<file path="config.mk">
export PLATFORM = sky130hd
export DESIGN_NAME = machine_segscan
export DESIGN_NICKNAME = d
export VERILOG_FILES = /design/src/rtl/machine_segscan.sv
export SDC_FILE = /design/constraint.sdc
export NUM_CORES = 1
export LEC_CHECK = 0
export BUFFER_PORTS_ARGS = -buffer_cell sky130_fd_sc_hd__buf_4
export CORE_ASPECT_RATIO = 1.75
export CORE_MARGIN = 3
export CORE_UTILIZATION = 44
export CTS_CLUSTER_SIZE = 40
export DETAILED_ROUTE_END_ITERATION = 8
export PLACE_DENSITY = 0.64
export SYNTH_ARGS = -nofsm -noshare
export SYNTH_HDL_FRONTEND = slang
export SYNTH_SLANG_ARGS = --single-unit
</file>
<file path="constraint.sdc">
create_clock -name system1000 -period 2.9 [get_ports system1000]
set_clock_uncertainty 0.2 [all_clocks]
set_input_delay 0.145 -clock system1000 [delete_from_list [all_inputs] [get_ports system1000]]
set_output_delay 0.145 -clock system1000 [all_outputs]
set_load 0.01 [all_outputs]
</file>
<file path="src/rtl/machine_segscan.sv">
// Multiplexed hex 7-segment scanner with load-strobed shadow data; SEGSCAN_DIM_EN adds PWM dimming.
// Latency: outputs are registered, showing the index/shadow as they stood one edge earlier.
// Backpressure: none; load is a strobe, and enable low freezes the scan and blanks the display.
module machine_segscan #(
  parameter int DIGITS = 4,
  parameter int DIV    = 50000
) (
  input  logic                  system1000,
  input  logic                  system1000_rstn,
  input  logic                  enable,
  input  logic                  load,
  input  logic [4*DIGITS-1:0]   value,
  input  logic [DIGITS-1:0]     dp,
`ifdef SEGSCAN_DIM_EN
  input  logic [3:0]            brightness,
`endif
  output logic [DIGITS-1:0]     anode,
  output logic [6:0]            segments,
  output logic                  dp_n,
  output logic                  frame_tick
);

  localparam int PW = (DIV > 1) ? $clog2(DIV) : 1;
  localparam int IW = (DIGITS > 1) ? $clog2(DIGITS) : 1;
  localparam logic [PW-1:0] PRESC_LAST = PW'(DIV - 1);
  localparam logic [IW-1:0] IDX_LAST   = IW'(DIGITS - 1);

  logic [PW-1:0]         presc;
  logic [IW-1:0]         idx;
  logic [4*DIGITS-1:0]   shadow_val;
  logic [DIGITS-1:0]     shadow_dp;
  logic                  slot_tick;
  logic                  lit;
  logic [3:0]            cur_nib;
  logic                  cur_dp;
  logic [DIGITS-1:0]     sel_n;

  function automatic logic [6:0] hex7(input logic [3:0] n);
    case (n)
      4'h0: hex7 = 7'h40;
      4'h1: hex7 = 7'h79;
      4'h2: hex7 = 7'h24;
      4'h3: hex7 = 7'h30;
      4'h4: hex7 = 7'h19;
      4'h5: hex7 = 7'h12;
      4'h6: hex7 = 7'h02;
      4'h7: hex7 = 7'h78;
      4'h8: hex7 = 7'h00;
      4'h9: hex7 = 7'h10;
      4'hA: hex7 = 7'h08;
      4'hB: hex7 = 7'h03;
      4'hC: hex7 = 7'h46;
      4'hD: hex7 = 7'h21;
      4'hE: hex7 = 7'h06;
      4'hF: hex7 = 7'h0E;
    endcase
  endfunction

  assign slot_tick = enable && (presc == PRESC_LAST);

`ifdef SEGSCAN_DIM_EN
  logic [3:0] phase;

  always_ff @(posedge system1000 or negedge system1000_rstn) begin
    if (!system1000_rstn) begin
      phase <= 4'd0;
    end else if (enable) begin
      phase <= phase + 4'd1;
    end
  end

  // Phase 0..brightness inclusive is lit, so brightness 0 still gives 1/16 duty.
  assign lit = (phase <= brightness);
`else
  assign lit = 1'b1;
`endif

  // Digit select and data mux for the current index.
  always_comb begin
    cur_nib = 4'h0;
    cur_dp  = 1'b0;
    sel_n   = '1;
    for (int k = 0; k < DIGITS; k++) begin
      if (idx == IW'(k)) begin
        cur_nib  = shadow_val[4*k +: 4];
        cur_dp   = shadow_dp[k];
        sel_n[k] = 1'b0;
      end
    end
  end

  always_ff @(posedge system1000 or negedge system1000_rstn) begin
    if (!system1000_rstn) begin
      presc      <= '0;
      idx        <= '0;
      shadow_val <= '0;
      shadow_dp  <= '0;
    end else begin
      if (enable) begin
        presc <= (presc == PRESC_LAST) ? '0 : presc + PW'(1);
      end
      if (slot_tick) begin
        idx <= (idx == IDX_LAST) ? '0 : idx + IW'(1);
      end
      if (load) begin
        shadow_val <= value;
        shadow_dp  <= dp;
      end
    end
  end

  // Output stage decodes pre-edge state, so a load landing with slot_tick shows up together with the new index.
  always_ff @(posedge system1000 or negedge system1000_rstn) begin
    if (!system1000_rstn) begin
      anode      <= '1;
      segments   <= 7'h7F;
      dp_n       <= 1'b1;
      frame_tick <= 1'b0;
    end else begin
      frame_tick <= slot_tick && (idx == IDX_LAST);
      if (enable) begin
        anode    <= lit ? sel_n : '1;
        segments <= hex7(cur_nib);
        dp_n     <= ~cur_dp;
      end else begin
        anode    <= '1;
        segments <= 7'h7F;
        dp_n     <= 1'b1;
      end
    end
  end

endmodule

</file>
# Word-level counts from Yosys, hierarchy flattened
# Memories as Yosys holds them, arrays and structs flattened.
# Cells that the tools add are included.
totals:
  regBits: 51
  romBits: 112
  in_bits: 24
  out_inout_bits: 13
  word_cells: 36
  n_memories: 1
memory_table:
  columns: ["memory", "depth", "word_bits", "read_ports", "rd_ports_with_merged_regs", "write_ports", "line_no", "source"]
  rows:
  - ["(name not given)", 16, 7, 1, 0, 0, "39", "case (n)"]
op_classes:
  add_sub_neg: 2
  n_eq_ne: 4
  muxes: 17
  bitwise: 1
  n_reduce_logical: 3
op_table:
  columns: ["op", "count"]
  rows:
  - ["$mux 4", 5]
  - ["$add 16x1->16 const B", 1]
  - ["$eq 16x16->1 const B", 1]
  - ["$mux 16", 1]
  - ["$mux 1", 9]
  - ["$mux 7", 1]
  - ["$eq 2x2->1 const B", 2]
  - ["$add 2x1->2 const B", 1]
  - ["$eq 2x1->1 const B", 1]
  - ["$logic_and 1x1->1", 2]
  - ["$logic_not 2->1", 1]
  - ["$mux 2", 1]
  - ["$not 1->1", 1]

# Longest topological paths before layout
depth:
  ltp_word: 7
  depth_mapped: 12
  mapped_depth_nobuf: 11

# Worst setup path after synthesis
# OpenSTA, ideal clock, no wires.
synth_path:
  kind: "flip-flop to flip-flop"
  from: "register idx[0]"
  to: "register segments[6]"
  setup_time_ps: 103
  arrival_ps: 2056
  slack_ps: 542
  stages_incl_launch_ff: 11
  synth_period_minus_slack_ps: 2358
  cell_sequence: "dfrtp_1 -> ha_1 -> buf_2 -> nor2_1 -> o211ai_1 -> o211ai_1 -> inv_1 -> ha_1 -> and3_1 -> a21oi_1 -> o221ai_1"
synth_between:
  elab_chain_len: 7
synth_rtl:
  columns: ["element", "line_no", "source"]
  rows:
  - ["start, declared", "29", "logic [IW-1:0] idx;"]
  - ["start signal, assigned", "103", "idx <= (idx == IDX_LAST) ? '0 : idx + IW'(1);"]
  - ["$logic_not 2->1", "84", "if (idx == IW'(k)) begin"]
  - ["$mux 4 (3 in a row)", "84", null]
  - ["$mux 4 (*)", "84", null]
  - ["$mem_v2 16x7 (*)", null, null]
  - ["$mux 7 (*)", "121", "if (enable) begin"]
  - ["end signal, assigned", "123", "segments <= hex7(cur_nib);"]
  - ["end, declared", "18", "output logic [6:0] segments,"]
# Every way passes the cells marked *; elsewhere a longest branch is shown, timed or not.
# A chain may end at the register's enable or synchronous reset.

# Worst setup path after layout
# Ends and elaborated chain as after synthesis.

==> impl_metrics.env <==
export IMPL_start_util_pct=46.6
export IMPL_synthTopCellsByCount="dfrtp_1, nand2_1, mux2_2, dfstp_2"
export IMPL_grt_start_max_net_pins=52
export IMPL_antenna_cells=0
export IMPL_die_area_mm2=0.00669
export IMPL_ys_types=41
export IMPL_r2r_start="idx[0]$_DFFE_PN0P_"
export IMPL_hpwl_mm=3.72
export IMPL_synth_seq_cells=51
export IMPL_worstPathMaxFanout=7
export IMPL_path_class="reg2reg"
export IMPL_fin_nets=320
export IMPL_drive_gt1_share_pct=29.7
export IMPL_wl_per_cell_um=15.0
export IMPL_vias_per_cell=5.16
export IMPL_maxCapViolations=0
export IMPL_cts_tree="yes"
export IMPL_coreArea_mm2=0.00539
export IMPL_p_leak_nw=1.37
export IMPL_syn_avg_cell_area_um2=11.1
export IMPL_start_kind="register"
export IMPL_status="finished, final reports clean"
export IMPL_hold_depth=2
export IMPL_end_kind="register"
export IMPL_synthArstFlopShare_pct=100
export IMPL_synth_top_area_share_pct=38.9
export IMPL_synth_top_cell_by_area="dfrtp_1"
export IMPL_r2r_cells=10
export IMPL_utilization_pct=59.1
export IMPL_cts_buffer_depth=2
export IMPL_vias=1857
export IMPL_rrSetupSlack_ps=340
export IMPL_tns_ps=0
export IMPL_area_delta_synth_final_pct=26.7
export IMPL_clockRootBuffer="clkbuf_8"
export IMPL_synth_most_common_cell="dfrtp_1"
export IMPL_num_io_pins=37
export IMPL_drt_iter0_markers=53
export IMPL_numCtsBuffers=5
export IMPL_clk_pin_slew_worst_paths_ps=90
export IMPL_drv_slew=0
export IMPL_seqCellArea_mm2=0.00129
export IMPL_grtUsageTotal_pct=17.7
export IMPL_slew_headroom_pct=58.5
export IMPL_clock_sinks=51
export IMPL_fill_cells=475
export IMPL_ir_drop_mv=0.409
export IMPL_hold_path_end="shadow_val[11]$_DFFE_PN0P_"
export IMPL_setup_viol=0
export IMPL_multiInputGateArea_mm2=0.00115
export IMPL_synth_edff_count=0
export IMPL_dr_pass1_iters=4
export IMPL_rsz0062_at_grt="no"
export IMPL_drt_total_wl_mm=5.40
export IMPL_cts_htree_levels=2
export IMPL_ys_flop_type="dfrtp_1"
export IMPL_worstPathArrival_ps=2580
export IMPL_hold_path_class="in2reg"
export IMPL_drc=0
export IMPL_syn_area_mm2=0.00251
export IMPL_fin_crit_sh_pct=88.4
export IMPL_fmax_mhz=390
export IMPL_io_buffers=36
export IMPL_p_per_area_mw_per_mm2=524
export IMPL_hp_start="load"
export IMPL_synthCells=226
export IMPL_hold_viol_final=0
export IMPL_grt_antenna_before_repair=0
export IMPL_rr_endpoint="segments[6]$_DFF_PN1_"
export IMPL_worst_pin_slew_ps=622
export IMPL_die_y_um=106
export IMPL_clkLatencyLatePin_ps=300
export IMPL_required_ps=2910
export IMPL_grt_pass1_wl_mm=9.41
export IMPL_grt_pass1_vias=2010
export IMPL_die_w_um=63.1
export IMPL_synthTopCellsByArea="dfrtp_1, dfstp_2, mux2_2, ha_1, nand2_1"
export IMPL_syn_nets=261
export IMPL_gp_congestion=0.872
export IMPL_rows=35
export IMPL_yosysSeqAreaShare_pct=51.4
export IMPL_fin_crit_ps=2560
export IMPL_overflow=0
export IMPL_ys_warn_count=0
export IMPL_ant_nets=0
[layer usage]
metal,routed length (um),part of all wire (%),vias to the layer above,track usage [%]
met5,0,0,-,0
met4,54,1.0,0,7.11
met3,125,2.3,7,2.11
met2,3150,58,27,33.8
met1,2070,38,913,19.2
li1,-,-,910,-
[report_power, final]
group | switching (W) | total (W) | internal [W] | leakage, nW
sequential | 0.0000736 | 0.000874 | 0.000800 | 0.611
clock | 0.000231 | 0.000489 | 0.000259 | 0.0524
combinational | 0.000141 | 0.000304 | 0.000164 | 0.707
total | 0.000445 | 0.00167 | 0.00122 | 1.37
[flip-flops by register name (all words and copies together), names as in the netlist]
| register | count |
|---|---|
| anode | 4 |
| frame_tick | 1 |
| idx | 2 |
| dp_n | 1 |
| shadow_val | 16 |
| shadow_dp | 4 |
| segments | 7 |
| presc | 16 |
[worst max-delay path, cell delays in order (launching register included)]
cell,delay [ps]
dfrtp_1,430
inv_1,90
ha_1,290
nor2_2,250
o211ai_1,140
o211ai_1,240
inv_1,160
ha_1,250
and3_1,170
a21oi_1,130
o221ai_1,130
[repair_timing]
| action | 4_1_cts | 5_1_grt |
|---|---|---|
| hold endpoints to repair | 68 | 0 |
| hold buffers | 22 | 0 |
| endpoints found under the setup margin | 0 | 5 |
| buffers inserted | 0 | 0 |
| gates resized for setup | 0 | 1 |
[stage by stage]
stage	hold WS [ps]	cells	total power, W	area [um2]	setup WS [ps]
2_1_floorplan	-351	226	0.00105	2510	542
5_1_grt	113	360	0.00176	3180	43.7
4_1_cts	108	360	0.00168	3180	249
6_report	115	360	0.00167	3180	335
3_5_place_dp	11.3	330	0.00117	2850	265
3_3_place_gp	7.95	330	0.00116	2850	385
[logic make-up after synthesis]
logic type                 Yosys count  share of synthesized area (%)
AOI/OAI and AO/OA                   31                           8.57
adders and majority gates           11                           5.48
xor gates and xnor gates            12                           4.19
DFF                                 51                           51.4
buffers and inverters               17                           2.94
muxes                               24                           11.1
and+or+nand+nor                     80                           16.3
[layout make-up]
type,count,area share [%]
sequential,51,40.6
multi-input combinational,158,36.1
timing repair buffer,61,16.1
tap,74,2.91
clock buffer,7,2.40
clock inverter,1,0.944
inverter,8,0.944
[how the worst max path moves through the flow]
stage | from | end | slack [ps] | depth (start not counted)
after floorplan | idx[0]$_DFFE_PN0P_ | segments[6]$_DFF_PN1_ | 540 | 10
after global placement | idx[0]$_DFFE_PN0P_ | segments[6]$_DFF_PN1_ | 390 | 10
after detailed placement | idx[0]$_DFFE_PN0P_ | segments[6]$_DFF_PN1_ | 260 | 10
after CTS | idx[0]$_DFFE_PN0P_ | segments[6]$_DFF_PN1_ | 250 | 10
after global routing | idx[0]$_DFFE_PN0P_ | segments[5]$_DFF_PN1_ | 40 | 10
final | idx[0]$_DFFE_PN0P_ | segments[6]$_DFF_PN1_ | 340 | 10
[placed cells by master, fill, tap and decap left out, types with 8 or more instances in the layout]
| cell | count |
|---|---|
| a21oi_1 | 8 |
| dfrtp_1 | 39 |
| nand3_1 | 9 |
| inv_1 | 8 |
| xnor2_1 | 9 |
| dlygate4sd3_1 | 22 |
| mux2_2 | 22 |
| nor2_1 | 10 |
| nand2_1 | 27 |
| dfstp_2 | 12 |
| buf_4 | 39 |
| ha_1 | 11 |
Power figures use the tool's default switching activity.
